`config.mk`:
```
export PLATFORM = sky130hd
export DESIGN_NAME = sdram_port_sched
export DESIGN_NICKNAME = d
export VERILOG_FILES = /design/src/rtl/sdram_port_sched.sv
export SDC_FILE = /design/constraint.sdc
export NUM_CORES = 1
export LEC_CHECK = 0
export ABC_AREA = 0
export CAP_MARGIN = 20
export CORE_ASPECT_RATIO = 1.2
export CORE_MARGIN = 1.5
export CORE_UTILIZATION = 45
export DETAILED_ROUTE_END_ITERATION = 12
export DONT_BUFFER_PORTS = 1
export GPL_TIMING_DRIVEN = 0
export PLACE_DENSITY = 0.6
export SLEW_MARGIN = 20
export SYNTH_ARGS = -nofsm -noshare
export SYNTH_HDL_FRONTEND = slang
export SYNTH_SLANG_ARGS = --single-unit
```
`constraint.sdc`:
```
create_clock -name clk_sys -period 3.4 [get_ports clk_sys]
set_clock_uncertainty 0.05 [all_clocks]
set_input_delay 0.85 -clock clk_sys [delete_from_list [all_inputs] [get_ports clk_sys]]
set_output_delay 0.85 -clock clk_sys [all_outputs]
set_load 0.01 [all_outputs]
```
`src/rtl/sdram_port_sched.sv`:
```
// sdram_port_sched: arbitrates buffered ROM-download bytes against core ROM reads onto one toggle-handshake SDRAM port
// Ports: clk_sys/reset_n (async active-low); dl_* download stream in, dl_overflow/dl_done sticky status out;
//   rd_oe/rd_addr core read request, rd_data/rd_valid read result; mem_* toggle-handshake SDRAM port.
// Option: define SDRAM_SCHED_RDCACHE_EN to keep a one-word read tag and skip repeated reads of the same address.
module sdram_port_sched #(
  parameter int FIFO_DEPTH = 4,
  parameter int AW = 22
) (
  input  logic          clk_sys,
  input  logic          reset_n,
  input  logic          dl_active,
  input  logic          dl_wr,
  input  logic [AW:0]   dl_addr,
  input  logic [7:0]    dl_data,
  input  logic          rd_oe,
  input  logic [AW-1:0] rd_addr,
  output logic [15:0]   rd_data,
  output logic          rd_valid,
  output logic          dl_overflow,
  output logic          dl_done,
  output logic          mem_req,
  input  logic          mem_ack,
  output logic          mem_we,
  output logic [AW-1:0] mem_addr,
  output logic [1:0]    mem_ds,
  output logic [15:0]   mem_din,
  input  logic [15:0]   mem_dout
);
  localparam int PW = (FIFO_DEPTH > 1) ? $clog2(FIFO_DEPTH) : 1;
  typedef enum logic [1:0] {IDLE, WR_WAIT, RD_WAIT} state_t;
  state_t state, state_nxt;
  logic [AW:0] fifo_addr [FIFO_DEPTH];
  logic [7:0] fifo_data [FIFO_DEPTH];
  logic [PW-1:0] wp, rp;
  logic [PW:0] cnt;
  logic empty, full, push, pop, issue_rd, rd_pend, ack_match;
  logic dl_active_q, dl_rise, dl_fall, fall_seen;
  logic [AW:0] head_addr;
  logic [7:0] head_data;
  assign empty = cnt == '0;
  assign full = cnt == (PW+1)'(FIFO_DEPTH);
  // a full FIFO still accepts a byte in the cycle its head is popped
  assign push = dl_wr && (!full || pop);
  assign ack_match = mem_ack == mem_req;
  assign head_addr = fifo_addr[rp];
  assign head_data = fifo_data[rp];
  assign dl_rise = dl_active && !dl_active_q;
  assign dl_fall = !dl_active && dl_active_q;
  always_comb begin
    pop = state == IDLE && !empty;
    issue_rd = state == IDLE && empty && rd_pend && !dl_active;
    state_nxt = pop ? WR_WAIT : issue_rd ? RD_WAIT : (state != IDLE && ack_match) ? IDLE : state;
  end
  always_ff @(posedge clk_sys or negedge reset_n)
    if (!reset_n) state <= IDLE;
    else state <= state_nxt;
  always_ff @(posedge clk_sys)
    if (push) begin
      fifo_addr[wp] <= dl_addr;
      fifo_data[wp] <= dl_data;
    end
  always_ff @(posedge clk_sys or negedge reset_n)
    if (!reset_n) begin
      wp <= '0;
      rp <= '0;
      cnt <= '0;
    end else begin
      wp <= push ? wp + 1'b1 : wp;
      rp <= pop ? rp + 1'b1 : rp;
      cnt <= cnt + (PW+1)'(push) - (PW+1)'(pop);
    end
  always_ff @(posedge clk_sys or negedge reset_n)
    if (!reset_n) begin
      mem_req <= 1'b0;
      mem_we <= 1'b0;
      mem_addr <= '0;
      mem_ds <= 2'b00;
      mem_din <= 16'h0;
      rd_data <= 16'h0;
      rd_valid <= 1'b0;
    end else begin
      rd_valid <= 1'b0;
      if (pop) begin
        mem_req <= ~mem_req;
        mem_we <= 1'b1;
        mem_addr <= head_addr[AW:1];
        mem_ds <= {head_addr[0], ~head_addr[0]};
        mem_din <= {head_data, head_data};
      end else if (issue_rd) begin
        mem_req <= ~mem_req;
        mem_we <= 1'b0;
        mem_addr <= rd_addr;
        mem_ds <= 2'b11;
      end
      if (state == RD_WAIT && ack_match) begin
        rd_data <= mem_dout;
        rd_valid <= 1'b1;
      end
    end
  always_ff @(posedge clk_sys or negedge reset_n)
    if (!reset_n) begin
      dl_active_q <= 1'b0;
      fall_seen <= 1'b0;
      dl_done <= 1'b0;
      dl_overflow <= 1'b0;
    end else begin
      dl_active_q <= dl_active;
      fall_seen <= dl_rise ? 1'b0 : (fall_seen || dl_fall);
      dl_done <= dl_rise ? 1'b0 : (dl_done || (fall_seen && !dl_active && empty && state == IDLE));
      dl_overflow <= dl_rise ? 1'b0 : (dl_overflow || (dl_wr && full && !pop));
    end
`ifdef SDRAM_SCHED_RDCACHE_EN
  logic c_valid;
  logic [AW-1:0] c_tag;
  assign rd_pend = rd_oe && (!c_valid || rd_addr != c_tag);
  always_ff @(posedge clk_sys or negedge reset_n)
    if (!reset_n) begin
      c_valid <= 1'b0;
      c_tag <= '0;
    end else if (dl_rise) c_valid <= 1'b0;
    else if (issue_rd) begin
      c_valid <= 1'b1;
      c_tag <= rd_addr;
    end else if (pop && head_addr[AW:1] == c_tag) c_valid <= 1'b0;
`else
  logic rd_oe_q, rd_pend_q;
  assign rd_pend = rd_pend_q;
  // each rd_oe rising edge is remembered until its read is issued
  always_ff @(posedge clk_sys or negedge reset_n)
    if (!reset_n) begin
      rd_oe_q <= 1'b0;
      rd_pend_q <= 1'b0;
    end else begin
      rd_oe_q <= rd_oe;
      rd_pend_q <= (rd_pend_q && !issue_rd) || (rd_oe && !rd_oe_q);
    end
`endif
endmodule

```
==> flow_metrics.py <==
metrics = {
    "clock_tree": {
        "cts_tree": "yes",
        "cts_buffers": 17,
        "insertion_delay_ns": 0.43,
        "htree_levels": 4,
        "post_cts_resized": 0,
        "hold_buffers": 0,
        "root_buffer": "clkbuf_16",
        "post_cts_buffers": 0,
        "clk_pin_slew_ns": 0.07,
        "clock_sinks": 190,
        "clockBufferDepth": 2,
    },
    "yosys": {
        "synth-compound-area-share": 0.0453,
        "netlist-cell-type-count": 39,
        "synthTopCellsByArea": "edfxtp_1, dfrtp_1, mux4_2",
        "ys_seq_elements": 190,
        "yosys.area_share.adder": 0.0127,
        "syn_avg_cell_area_sq_um": 17.7,
        "synth_cells": 423,
        "synth-simple-area-share": 0.0467,
        "ys_seq_area_frac": 0.718,
        "yosysMostFrequentCell": "edfxtp_1",
        "synthXorXnorAreaFrac": 0.00819,
        "ys_async_sr_fraction": 0.347,
        "synth_mux_area_frac": 0.138,
        "synth_top_family_by_area": "multiplexers",
        "synth_warnings": 0,
        "syn-num-nets": 505,
        "netlist_area_sq_mm": 0.00748,
        "yosys_most_used_dff": "edfxtp_1",
        "synth.cells.most_frequent": "edfxtp_1, dfrtp_1, mux4_2",
        "synth_top_area_cell": "edfxtp_1",
        "synth_top_area_share": 0.498,
        "synth_edf_count": 124,
    },
    "setup_path": {
        "r2r-start": "cnt[2]",
        "worst_ep_required_time_ns": 3.66,
        "arrival_ns": 2.94,
        "crit_path_end_kind": "flip-flop",
        "rrSetupSlack_ns": 0.72,
        "crit-reg2reg-capture": "cnt[2]",
        "reg2reg_depth": 10,
        "crit_fanout": 10,
        "crit_type": "reg -> reg",
        "cp-start-kind": "flip-flop",
    },
    "floorplan": {
        "coreArea_sq_mm": 0.0163,
        "std_cell_rows": 51,
        "initial_core_util": 0.460,
        "die_w_um": 121,
        "io_pins": 136,
        "die-area_sq_mm": 0.0174,
        "die_h_um": 144,
    },
    "global_routing": {
        "grt_first_pass_wirelength_um": 23600,
        "antenna_found_initial": 0,
        "grt_max_degree": 67,
        "track_usage": 0.188,
        "grt_pass1_vias": 4000,
        "grt_overflow": 0,
    },
    "hold_path": {
        "hold_path_class": "in -> async",
    },
    "drt": {
        "drc": 0,
        "wirelength_um": 15400,
        "ant_nets": 0,
        "vias": 3798,
        "wire_per_inst_um": 22.9,
        "drt_first_pass_iters": 5,
        "initialDrtViolationCount": 250,
        "via_per_inst": 5.66,
    },
    "sta": {
        "final_max_slew_viol_count": 0,
        "setup_tns_ns": 0,
        "rsz0062_at_grt": "no",
        "hold_viol": 0,
        "worst_slew_pin_slew_ns": 0.733,
        "max_freq_mhz": 373,
        "fin_crit_ns": 2.68,
        "final-setup-viol-count": 0,
        "maxSlewHeadroom": 0.512,
        "post-route-period-util": 0.789,
    },
    "final_layout": {
        "drive_above_1_share": 0.229,
        "fin_util": 0.519,
        "area_delta_synth_final_pct": 12.8,
        "diodes": 0,
        "final_net_count": 528,
        "fillers": 1317,
    },
    "status": {
        "status": "complete, no violations",
    },
    "pwr": {
        "p_per_area_mw_per_mm2": 964,
        "p_leak_nw": 3.02,
        "ir_worst_vdd_mv": 0.452,
    },
    "place": {
        "place_congestion": 0.689,
        "io_buffer_count": 0,
        "hpwl_um": 10100,
    },
    "run": {
        "drv_cap": 0,
    },
}
-- layer usage --
metal | track usage | share of wire | vias to the layer above
li1 | - | - | 1670
met1 | 0.223 | 0.39 | 1960
met2 | 0.310 | 0.50 | 145
met3 | 0.0678 | 0.082 | 23
met4 | 0.0786 | 0.022 | 0
met5 | 0 | 0 | -
-- cell families after synthesis --
kind of cell,Yosys count
AO/OA/AOI/OAI,56
XOR/XNOR,7
adder cells (fa/ha/maj),7
buffers and inverters,41
flip-flops,190
multiplexers,57
AND/OR/NAND/NOR,65
-- critical path: stages (launching register included) --
cell,delay [ns]
dfrtp_1,0.47
or3_1,0.40
buf_4,0.20
nand2_8,0.13
inv_4,0.11
ha_1,0.29
inv_1,0.04
ha_1,0.18
fa_1,0.38
xor2_1,0.18
xnor2_1,0.13
-- layout by cell type, fill, tap and decap left out, types with 2 or more instances in the layout --
cell type / instances
edfxtp_1: 124
dfrtp_1: 66
mux4_2: 30
nand2_1: 28
o21ai_1: 25
a31oi_1: 23
nor3_1: 22
mux2_1: 17
clkbuf_16: 17
buf_4: 10
inv_1: 9
buf_2: 8
clkbuf_1: 8
mux2_4: 8
ha_1: 6
xnor2_1: 4
and2_2: 4
clkinv_2: 4
buf_16: 4
nor2_1: 3
xor2_1: 3
buf_6: 3
buf_1: 3
inv_6: 3
clkinvlp_4: 3
a21oi_1: 2
bufinv_16: 2
-- final cells by class --
cell class	count	area (sq um)	area share
multi-input cells	192	1890	0.223
inverters	10	40.0	0.00474
well taps	212	265	0.0314
clock inverters	13	138	0.0163
flip-flops and latches	190	5380	0.637
clock buffers	19	443	0.0525
repair buffers	4	110	0.0130
plain buffers	31	186	0.0221
-- sequential cells by signal, indices dropped and copies added, names as in the netlist, 2 cells and up --
register,cells
fifo_data,32
mem_addr,22
rp,2
mem_ds,2
mem_din,8
state,2
fifo_addr,92
cnt,3
rd_data,16
wp,2
-- where the power goes --
group / internal (W) / switching [W] / total (W)
Combinational: 0.00116 / 0.00133 / 0.00248
Sequential: 0.00318 / 0.000522 / 0.00370
Clock: 0.00110 / 0.000853 / 0.00196
Total: 0.00544 / 0.00270 / 0.00814
-- worst max path at each step --
stage | startpoint | slack (ns) | to | depth (start not counted)
finish | cnt[2] | 0.72 | cnt[2] | 10
global route | state[0] | 0.59 | cnt[2] | 10
CTS | cnt[2] | 0.71 | cnt[2] | 10
detailed placement | cnt[2] | 0.73 | cnt[2] | 10
global placement | state[0] | 0.22 | fifo_addr[0][6] | 4
floorplan | cnt[2] | 0.92 | cnt[2] | 10
-- stage by stage --
stage / instance area (sq um) / power, W / hold slack [ns] / instances / setup slack, ns
after floorplan: 7480 / 0.00550 / 0.342 / 423 / 0.919
after global placement: 7750 / 0.00611 / 0.353 / 635 / 0.224
after detailed placement: 7860 / 0.00628 / 0.355 / 639 / 0.726
after CTS: 8440 / 0.00824 / 0.0369 / 671 / 0.715
after global routing: 8440 / 0.00859 / 0.0328 / 671 / 0.590
final: 8440 / 0.00814 / 0.0583 / 671 / 0.719
(Power assumes the default switching activity.)
